**src/rtl/ahb_burst_master.sv**
```systemverilog
// AHB-Lite master that runs one INCR burst per core_set command, returning read beats
// and pulling write beats through simple valid/ack side channels.
module ahb_burst_master #(
   parameter int P_BOUNDARY_BITS = 10
) (
   input  logic        I_AM_HCLK,
   input  logic        I_AM_HRESET,
   input  logic        I_AM_CMD_VALID,
   output logic        O_AM_CMD_READY,
   input  logic [31:0] I_AM_ADDR,
   input  logic [4:0]  I_AM_COUNT,
   input  logic [2:0]  I_AM_SIZE,
   input  logic        I_AM_WRITE,
   input  logic [31:0] I_AM_WDATA,
   input  logic        I_AM_WVALID,
   output logic        O_AM_WACK,
   output logic [31:0] O_AM_RDATA,
   output logic        O_AM_RVALID,
   output logic        O_AM_DONE,
   output logic        O_AM_ERR,
   output logic        O_AM_BUSY,
   output logic [31:0] O_AM_HADDR,
   output logic [1:0]  O_AM_HTRANS,
   output logic        O_AM_HWRITE,
   output logic [2:0]  O_AM_HSIZE,
   output logic [2:0]  O_AM_HBURST,
   output logic [31:0] O_AM_HWDATA,
   input  logic [31:0] I_AM_HRDATA,
   input  logic        I_AM_HREADY,
   input  logic        I_AM_HRESP
);

   localparam logic [1:0] TR_IDLE   = 2'b00;
   localparam logic [1:0] TR_BUSY   = 2'b01;
   localparam logic [1:0] TR_NONSEQ = 2'b10;
   localparam logic [1:0] TR_SEQ    = 2'b11;

   typedef enum logic [2:0] {S_IDLE, S_ADDR, S_LAST, S_DONE, S_ERR} state_t;

   state_t      state, state_nxt;
   logic [31:0] haddr, prev_addr, hwdata, rdata;
   logic [4:0]  cnt, addr_cnt;
   logic [2:0]  size;
   logic        wr, dphase, err_flag, rvalid;

   logic        cmd_fire, err_hit, accept, last_beat, rd_ok, err_set, burst_on;
   logic [1:0]  trans;
   logic [31:0] step;

   assign cmd_fire  = I_AM_CMD_VALID && O_AM_CMD_READY;
   assign step      = 32'd1 << size;
   assign last_beat = (addr_cnt == cnt - 5'd1);
   // An ERROR response only matters while one of our data phases is outstanding.
   assign err_hit   = dphase && I_AM_HRESP && ((state == S_ADDR) || (state == S_LAST));
   assign accept    = (state == S_ADDR) && trans[1] && I_AM_HREADY;
   assign rd_ok     = dphase && I_AM_HREADY && !I_AM_HRESP && !wr &&
                      ((state == S_ADDR) || (state == S_LAST));

   always_comb begin
      state_nxt = state;
      trans     = TR_IDLE;
      err_set   = 1'b0;
      case (state)
         S_IDLE: begin
            if (cmd_fire)
               state_nxt = (I_AM_COUNT == 5'd0) ? S_DONE : S_ADDR;
         end
         S_ADDR: begin
            if (err_hit) begin
               err_set   = 1'b1;
               state_nxt = I_AM_HREADY ? S_DONE : S_ERR;
            end else begin
               if (!wr || I_AM_WVALID)
                  trans = ((addr_cnt == 5'd0) ||
                           (haddr[31:P_BOUNDARY_BITS] != prev_addr[31:P_BOUNDARY_BITS]))
                          ? TR_NONSEQ : TR_SEQ;
               else
                  trans = (addr_cnt == 5'd0) ? TR_IDLE : TR_BUSY;
               if (I_AM_HREADY && trans[1] && last_beat)
                  state_nxt = S_LAST;
            end
         end
         S_LAST: begin
            if (err_hit) begin
               err_set   = 1'b1;
               state_nxt = I_AM_HREADY ? S_DONE : S_ERR;
            end else if (I_AM_HREADY) begin
               state_nxt = S_DONE;
            end
         end
         S_ERR: begin
            if (I_AM_HREADY)
               state_nxt = S_DONE;
         end
         S_DONE:  state_nxt = S_IDLE;
         default: state_nxt = S_IDLE;
      endcase
   end

   always_ff @(posedge I_AM_HCLK or posedge I_AM_HRESET) begin
      if (I_AM_HRESET) begin
         state     <= S_IDLE;
         haddr     <= 32'd0;
         prev_addr <= 32'd0;
         cnt       <= 5'd0;
         addr_cnt  <= 5'd0;
         size      <= 3'd0;
         wr        <= 1'b0;
         dphase    <= 1'b0;
         err_flag  <= 1'b0;
         hwdata    <= 32'd0;
         rdata     <= 32'd0;
         rvalid    <= 1'b0;
      end else begin
         state  <= state_nxt;
         rvalid <= rd_ok;
         if (rd_ok)
            rdata <= I_AM_HRDATA;
         if (cmd_fire) begin
            haddr    <= I_AM_ADDR;
            cnt      <= I_AM_COUNT;
            addr_cnt <= 5'd0;
            size     <= (I_AM_SIZE > 3'd2) ? 3'd2 : I_AM_SIZE;
            wr       <= I_AM_WRITE;
            err_flag <= 1'b0;
            dphase   <= 1'b0;
         end else begin
            if (err_set)
               err_flag <= 1'b1;
            if (accept) begin
               addr_cnt  <= addr_cnt + 5'd1;
               prev_addr <= haddr;
               // HADDR stays on the final beat so it never points past the burst.
               if (!last_beat)
                  haddr <= haddr + step;
               if (wr)
                  hwdata <= I_AM_WDATA;
               dphase <= 1'b1;
            end else if (I_AM_HREADY) begin
               dphase <= 1'b0;
            end
         end
      end
   end

   assign burst_on       = (state != S_IDLE) && (cnt != 5'd0);
   assign O_AM_CMD_READY = (state == S_IDLE) && !I_AM_HRESET;
   assign O_AM_WACK      = accept && wr;
   assign O_AM_RDATA     = rdata;
   assign O_AM_RVALID    = rvalid;
   assign O_AM_DONE      = (state == S_DONE);
   assign O_AM_ERR       = (state == S_DONE) && err_flag;
   assign O_AM_BUSY      = (state != S_IDLE);
   assign O_AM_HADDR     = haddr;
   assign O_AM_HTRANS    = trans;
   assign O_AM_HWRITE    = burst_on && wr;
   assign O_AM_HSIZE     = burst_on ? size : 3'd0;
   assign O_AM_HBURST    = burst_on ? 3'b001 : 3'b000;
   assign O_AM_HWDATA    = hwdata;

endmodule

```
**config.mk**
```make
export PLATFORM = sky130hd
export DESIGN_NAME = ahb_burst_master
export DESIGN_NICKNAME = d
export VERILOG_FILES = /design/src/rtl/ahb_burst_master.sv
export SDC_FILE = /design/constraint.sdc
export NUM_CORES = 1
export LEC_CHECK = 0
export ABC_AREA = 0
export CAP_MARGIN = 20
export CORE_MARGIN = 2
export CORE_UTILIZATION = 36
export CTS_CLUSTER_SIZE = 16
export DETAILED_ROUTE_END_ITERATION = 8
export GPL_ROUTABILITY_DRIVEN = 0
export PLACE_DENSITY = 0.71
export REMOVE_ABC_BUFFERS = 1
export SLEW_MARGIN = 20
export SYNTH_ARGS = -nofsm -noshare
export SYNTH_HDL_FRONTEND = slang
export SYNTH_SLANG_ARGS = --single-unit
```
**constraint.sdc**
```tcl
create_clock -name I_AM_HCLK -period 7 [get_ports I_AM_HCLK]
set_clock_uncertainty 0.1 [all_clocks]
set_input_delay 1.75 -clock I_AM_HCLK [delete_from_list [all_inputs] [get_ports I_AM_HCLK]]
set_output_delay 1.75 -clock I_AM_HCLK [all_outputs]
set_load 0.01 [all_outputs]
```
Word-level counts from Yosys, hierarchy flattened
Cells that the tools add are included.
{"block": "classes", "bitwise_logic": 1, "reduce_logical": 35, "add_sub_neg": 3, "n_shift": 1, "n_mux": 30, "n_lt_le_gt_ge": 1, "eq_ne": 9}
{"cell": "$mux 32", "n": 3}
{"cell": "$add 32x32->32", "n": 1}
{"cell": "$shl 1x3->32 const A", "n": 1}
{"cell": "$mux 3", "n": 8}
{"cell": "$ne 22x22->1", "n": 1}
{"cell": "$logic_and 1x1->1", "n": 16}
{"cell": "$mux 2", "n": 6}
{"cell": "$pmux 3 s4", "n": 1}
{"cell": "$logic_not 5->1", "n": 2}
{"cell": "$mux 1", "n": 10}
{"cell": "$mux 5", "n": 2}
{"cell": "$eq 3x2->1 const B", "n": 2}
{"cell": "$reduce_and 2->1", "n": 3}
{"cell": "$reduce_bool 3->1", "n": 2}
{"cell": "$add 5x1->5 const B", "n": 1}
{"cell": "$eq 5x5->1", "n": 1}
{"cell": "$reduce_bool 5->1", "n": 1}
{"cell": "$sub 5x1->5 const B", "n": 1}
{"cell": "$ne 2x2->1 const B", "n": 2}
{"cell": "$reduce_bool 2->1", "n": 2}
{"cell": "$eq 3x1->1 const B", "n": 1}
{"cell": "$eq 3x3->1 const B", "n": 1}
{"cell": "$gt 3x2->1 const B", "n": 1}
{"cell": "$logic_not 1->1", "n": 3}
{"cell": "6 further kinds", "n": 8}
{"block": "totals", "inputBits": 111, "reg_bits": 148, "word_cells": 92}

Depth between registers and ports, before layout
{"block": "logic_depth", "ltp_word": 12, "ltp_mapped": 12, "ltp_nobuf": 10}

Least setup slack after synthesis
OpenSTA, ideal clock, no wires.
{"block": "synth_path", "kind": "in2out", "start": "input I_AM_HREADY", "end": "output O_AM_WACK", "setup_slack_ns": 2.132, "required_ns": 5.150, "stages": 6, "n_path_buf": 2, "t_arrival_ns": 3.018, "path_cell_list": "clkbuf_1 nand2_1 nor2_1 nand2_1 clkbuf_1 inv_1"}
{"block": "synth_via", "elab_chain_len": 2}
{"item": "start, declared", "line": "29", "source": "input logic I_AM_HREADY,"}
{"item": "$logic_and 1x1->1", "line": "55", "source": "assign accept = (state == S_ADDR) && trans[1] && I_AM_HREADY;"}
{"item": "$logic_and 1x1->1", "line": "148", "source": "assign O_AM_WACK = accept && wr;"}
{"item": "end, declared", "line": "16", "source": "output logic O_AM_WACK,"}
Every way passes these cells.

Worst setup path after layout
{"block": "layout_path", "start": "input I_AM_WVALID", "end": "output O_AM_WACK"}
{"block": "layout_via", "elab_chain_len": 9}
{"item": "start, declared", "line": "15", "source": "input logic I_AM_WVALID,"}
{"item": "$logic_or 1x1->1", "line": "73", "source": "if (!wr || I_AM_WVALID)"}
{"item": "$mux 2", "line": "73"}
{"item": "$mux 2", "line": "69", "source": "if (err_hit) begin"}
{"item": "$mux 2", "line": "63", "source": "case (state)"}
{"item": "$mux 2", "line": "69"}
{"item": "$mux 2", "line": "63"}
{"item": "$logic_and 1x1->1 (2 in series)", "line": "55"}
{"item": "$logic_and 1x1->1", "line": "148"}
Every way passes these cells. The select of a mux whose other input is x is not followed.

==> metrics <==
status finished, final reports clean; Cell Count, Final, Fillers Out approximately 1200; Die Ht around 140 um; DR WL/cell roughly 15 um; synth unique cells 53; critical path class in2out; CTS Hold Buffers Added 0; RSZ-0062 raised after global routing false; Pwr Density around 440 nW/um^2; pre-CTS setup slack roughly 1.2 ns; pin count of the biggest net entering global routing 101; Via-to-Cell Ratio just under 5; layout cells sized above 1 between 8 and 9%; setup slack after layout 1.19 ns; worst reg2reg path startpoint size[0]; FP Rows 50; Commonest cells post-synth nand2_1 (220), dfrtp_1 (138), mux2_2 (33), nor2_1 (33), xnor2_1 (33); post-DP HPWL between 10 and 15 mm; ys flop type dfrtp_1; post-route ant nets 0; H-tree depth 4; Leakage around 4.3 nW; placed insts ~1100; initial DRC count approximately 340; TNS Setup 0 ns; min-delay worst type reg2reg; Synth Instances a little over 700; Post-Syn Area between 6000 and 7000 um^2; top-area cell type share of the netlist area 51.3%; total power 4.27 mW; dpl cell area 9110 um^2; core area approximately 19000 um^2; Hold Crit Endpoint O_AM_RDATA[23]; max-slew violations 0; Hold Crit Depth 2; Final Net Count 1041; Hold Vio Cnt, Final 0; Layout area overhead 44.4%; vias in the first global route between 5000 and 6000; CTS buffer count 17; Total Die Area 19800 um^2; synth top area cells dfrtp_1 (51%), nand2_1 (12%), mux2_2 (5.5%); CP required 5.15 ns; #FFs+latches synth between 100 and 150; Worst EP arrival around 4.0 ns; CTS Buffer Depth 2; Reg2Reg Depth 10; r2r setup slk about 4.1 ns; chip width roughly 140 um; CTS tree yes; initial antenna violation count 1; post-CTS sizing 0; relative slew slack a little over a third; Final Cycle Share around 83%; Sequential Area roughly 3500 um^2; fin crit period between 5 and 6 ns; MaxCap Viol Count 0; maximum VDD drop ~0.2 mV; starting density of the core between 30% and 40%; Clock Latency Late Sink approximately 0.42 ns; GRT Residual Overflow 0; CTS Sinks ~140; YS warnings 0; EDFF count, synth 0; maximum fanout along the worst path 33; io pins approximately 220; CTS root buffer clkbuf_16; hold slack 0.373 ns; Residual DRC 0; PortBufs 219; first-pass GRT wire length ~28 mm; hold path startpoint O_AM_RDATA[23]; most frequent cell after synthesis nand2_1; area taken by multi-input logic gates 3080 um^2; Seq/Total Area, Yosys between 50 and 60%; fill count 1713; worst reg2reg endpoint O_AM_HADDR[13]; Final setup viols 0; CP endpoint kind output port; drt pass-1 iters 6; GRT Total Usage between 10% and 20%; Max Fclk approximately 170 MHz; synthesized area per cell approximately 9.5 um^2; Vias 5642; worst-margin pin slew 0.966 ns; drt total wl 17.4 mm; fin util 52.5%; leading area contributor after synthesis dfrtp_1; ys async rst share 100%; element type at the critical path start primary input; postcts setup bufs 0; design area 9730 um^2; Clk pin slew, worst setup/hold paths 0.06 ns
[area by class of cell]
cell class | count | share of cell area (%)
clock buffer | 19 | 4.55
multi-input combinational | 525 | 31.6
tap | 234 | 3.01
inverter | 9 | 0.399
clock inverter | 13 | 1.72
timing repair buffer | 227 | 23.2
sequential | 138 | 35.5
antenna | 1 | 0.0257
[logic make-up after synthesis]
group	after synthesis	synth area share, %
other	1	0.0557
multiplexers	36	5.96
AO/OA/AOI/OAI	79	6.95
buffers and inverters	48	3.16
flip-flops	138	51.3
AND/OR/NAND/NOR	338	22.7
XOR/XNOR	58	7.54
adder cells (fa/ha/maj)	12	2.34
[per-layer routing]
layer	global-route usage [%]	vias to the layer above	routed length (um)	share of wire [%]
met4	5.32	0	209	1.2
met2	28.5	150	8240	47
li1	-	2783	-	-
met5	0	-	0	0
met1	23.9	2693	8010	46
met3	4.86	16	968	5.6
[how the worst max path moves through the flow]
stage / startpoint / to / slack, ns / cells after the start
after global placement: I_AM_WVALID / O_AM_WACK / 1.20 / 9
after detailed placement: I_AM_WVALID / O_AM_WACK / 1.20 / 9
after CTS: I_AM_WVALID / O_AM_WACK / 1.18 / 9
after floorplan: I_AM_HRESP / O_AM_WACK / 1.10 / 5
after global routing: I_AM_WVALID / O_AM_WACK / 1.06 / 9
final: I_AM_WVALID / O_AM_WACK / 1.19 / 9
[report_power, final]
part | internal, mW | switching, mW
combinational | 1.01 | 0.787
clock | 0.574 | 0.362
sequential | 1.17 | 0.358
total | 2.76 | 1.51
[placed cells by master (no fill, tap or decap), types with 5 or more instances in the layout]
cell type	count
nand2b_1	5
and3_1	11
and2_1	6
clkdlybuf4s50_1	219
a21oi_1	22
nor2_1	33
mux2_2	33
nand2_1	220
o21ai_0	22
xnor2_1	33
a211oi_1	7
nand3_1	10
inv_1	8
nand4_1	13
xor2_1	25
nor4_1	7
ha_1	11
clkbuf_16	17
buf_4	8
nor3_1	8
o21ai_1	11
dfrtp_1	138
[registers in the layout, indices dropped and copies added, names as in the netlist]
name,cells
O_AM_HADDR,32
dphase,1
cnt,5
prev_addr,22
size,3
err_flag,1
state,3
O_AM_RVALID,1
O_AM_RDATA,32
addr_cnt,5
wr,1
O_AM_HWDATA,32
[critical path, cell delays in order]
cell and delay [ns]:
clkdlybuf4s50_1 0.48, nand2b_1 0.25, nand2_1 0.08, nor2_1 0.11, buf_4 0.30, nand2_1 0.09
buf_4 0.26, inv_1 0.09, clkdlybuf4s50_1 0.53
Note: power is estimated with default switching activity, not from simulation.
==> RTL edit (config.mk and constraints unchanged) <==
Reset style: synchronous (`I_AM_HRESET`), changed in one clocked block.
--- a/src/rtl/ahb_burst_master.sv
+++ b/src/rtl/ahb_burst_master.sv
@@ -98,5 +98,5 @@
    end
 
-   always_ff @(posedge I_AM_HCLK or posedge I_AM_HRESET) begin
+   always_ff @(posedge I_AM_HCLK) begin
       if (I_AM_HRESET) begin
          state     <= S_IDLE;
Behaviour: differs if I_AM_HRESET is asserted again (counterexample within 4 cycles, from zero or initial values and one cycle with I_AM_HRESET high); with I_AM_HRESET held inactive, the same outputs for 4 cycles.
==> RTL edit against the original RTL <==
- hold slack lost 0.022 ns
- via count increased by 9.9%
- area after synthesis down 3.9%
- worst setup slack improved by 0.11 ns
- final area is 2.8% lower
- wire length rose by 8.9%
- maximum frequency is 2.0% higher
- non-clock buffer count up 2
- critical endpoint unchanged
- sequential cell count is the same
- die area is 3.8% lower
Power is not compared: it rests on default switching activity, and its combinational part moved more than twofold at a synthesized area within 25%.
==> RTL edit: results (changes against the original RTL) <==
ClkCell Share: 7.02% (was 6.28%)
DRT Pass-1 Iters: 4 (was 6)
Grt met2 use: 32.4% (was 28.5%)
Metal2 WL: 8850 um (was 8240 um)
Full die area: 0.0191 sq mm (was 0.0198 sq mm)
Share of cells above drive strength 1: 6.03% (was 8.70%)
Crit share post-route: 81.4% (was 83.0%)
Pin count of the biggest net entering global routing: 95 (was 101)
Placed cell areas: 0.00879 sq mm (was 0.00911 sq mm)
Ys flop type: dfxtp_1 (was dfrtp_1)
Hold Path Sink: O_AM_RDATA[12] (was O_AM_RDATA[23])
CP max stage cell: clkdlybuf4s50_1 (unchanged)
Layout Nets: 1,122 (was 1,041)
NonClk Buf Share: 24.0% (was 23.2%)
Met1 GRT Util: 25.6% (was 23.9%)
Total Wirelength: 19,000 um (was 17,400 um)
Hold Crit Start: O_AM_RDATA[12] (was O_AM_RDATA[23])
Mux cell area share after synthesis: 0.464% (was 5.96%)
DR WL met3: 1240 um (was 968 um)
Worst-Skew Late Latency: 0.42 ns (about the same)
Final HPWL DP: 13,000 um (was 12,000 um)
Top Metal Used: met4 (unchanged)
Post-Synth Adder-Cell Area: 2.44% (was 2.34%)
Synth Area in Compound Gates: 16.0% (was 6.95%)
First-pass GRT wire length: 30,700 um (was 28,300 um)
Fin cells: 1,241 (was 1,166)
Flip-flop and latch count: 138 (unchanged)
Antenna violations before repair: 0 (was 1)
Comb_multi_in: 601 (was 525)
CP max stage delay: 0.62 ns (was 0.53 ns)
Top area cells in the synthesized netlist: dfxtp_1, nand2_1, a21oi_1, xnor2_1, a211oi_1 (was dfrtp_1, nand2_1, mux2_2, xnor2_1, xor2_1)
Slew margin rel.: 30.8% (was 35.5%)
Design Area, Final: 0.00945 sq mm (was 0.00973 sq mm)
Non-CTS buffers: 229 (was 227)
R2r startpoint: state[0] (was size[0])
Reg area: 0.00276 sq mm (was 0.00345 sq mm)
Ant. Diodes: 0 (was 1)
Fillcell total: 1,710 (was 1,713)
Clock buffers: 22 (was 19)
Outcome: complete, no violations (unchanged)
Asr flop ratio synth: 0% (was 100%)
Crit path launch: I_AM_HREADY (was I_AM_WVALID)
Yosys cell types: 60 (was 53)
GRT Overall Usage: 19.6% (was 17.9%)
Worst hold slack: 0.351 ns (was 0.373 ns)
Initial DRC Count: 310 (was 337)
Reg2reg setup slack: 3.79 ns (was 4.09 ns)
FF-to-FF path depth: 8 (was 10)
Met3 Resource Use GR: 5.92% (was 4.86%)
Worst slack, placed: 1.32 ns (was 1.20 ns)
Crit path DAT: 3.85 ns (was 3.96 ns)
RTL edit: cell count changes after synthesis, moves of 17 or more:
cell / before / now
dfrtp_1: 138 / 0
dfxtp_1: 0 / 138
mux2_2: 33 / 0
a21oi_1: 22 / 101
clkbuf_1: 24 / 48
nor2_1: 33 / 55
a211oi_1: 7 / 28
nand2_1: 220 / 203
RTL edit: worst min-delay path: stages (launching register included):
cell	delay (ns)
dfxtp_1	0.30
nand2_1	0.05
a21oi_1	0.05
RTL edit: power groups by stage:
| stage | registers [mW] | clock network, mW | logic, mW |
|---|---|---|---|
| floorplan | 0.872 | 0 | 0.123 |
| global placement | 0.873 | 0 | 0.292 |
| detailed placement | 0.874 | 0 | 0.292 |
| CTS | 0.857 | 1.03 | 0.296 |
| global route | 0.862 | 1.06 | 0.320 |
| finish | 0.857 | 1.00 | 0.293 |
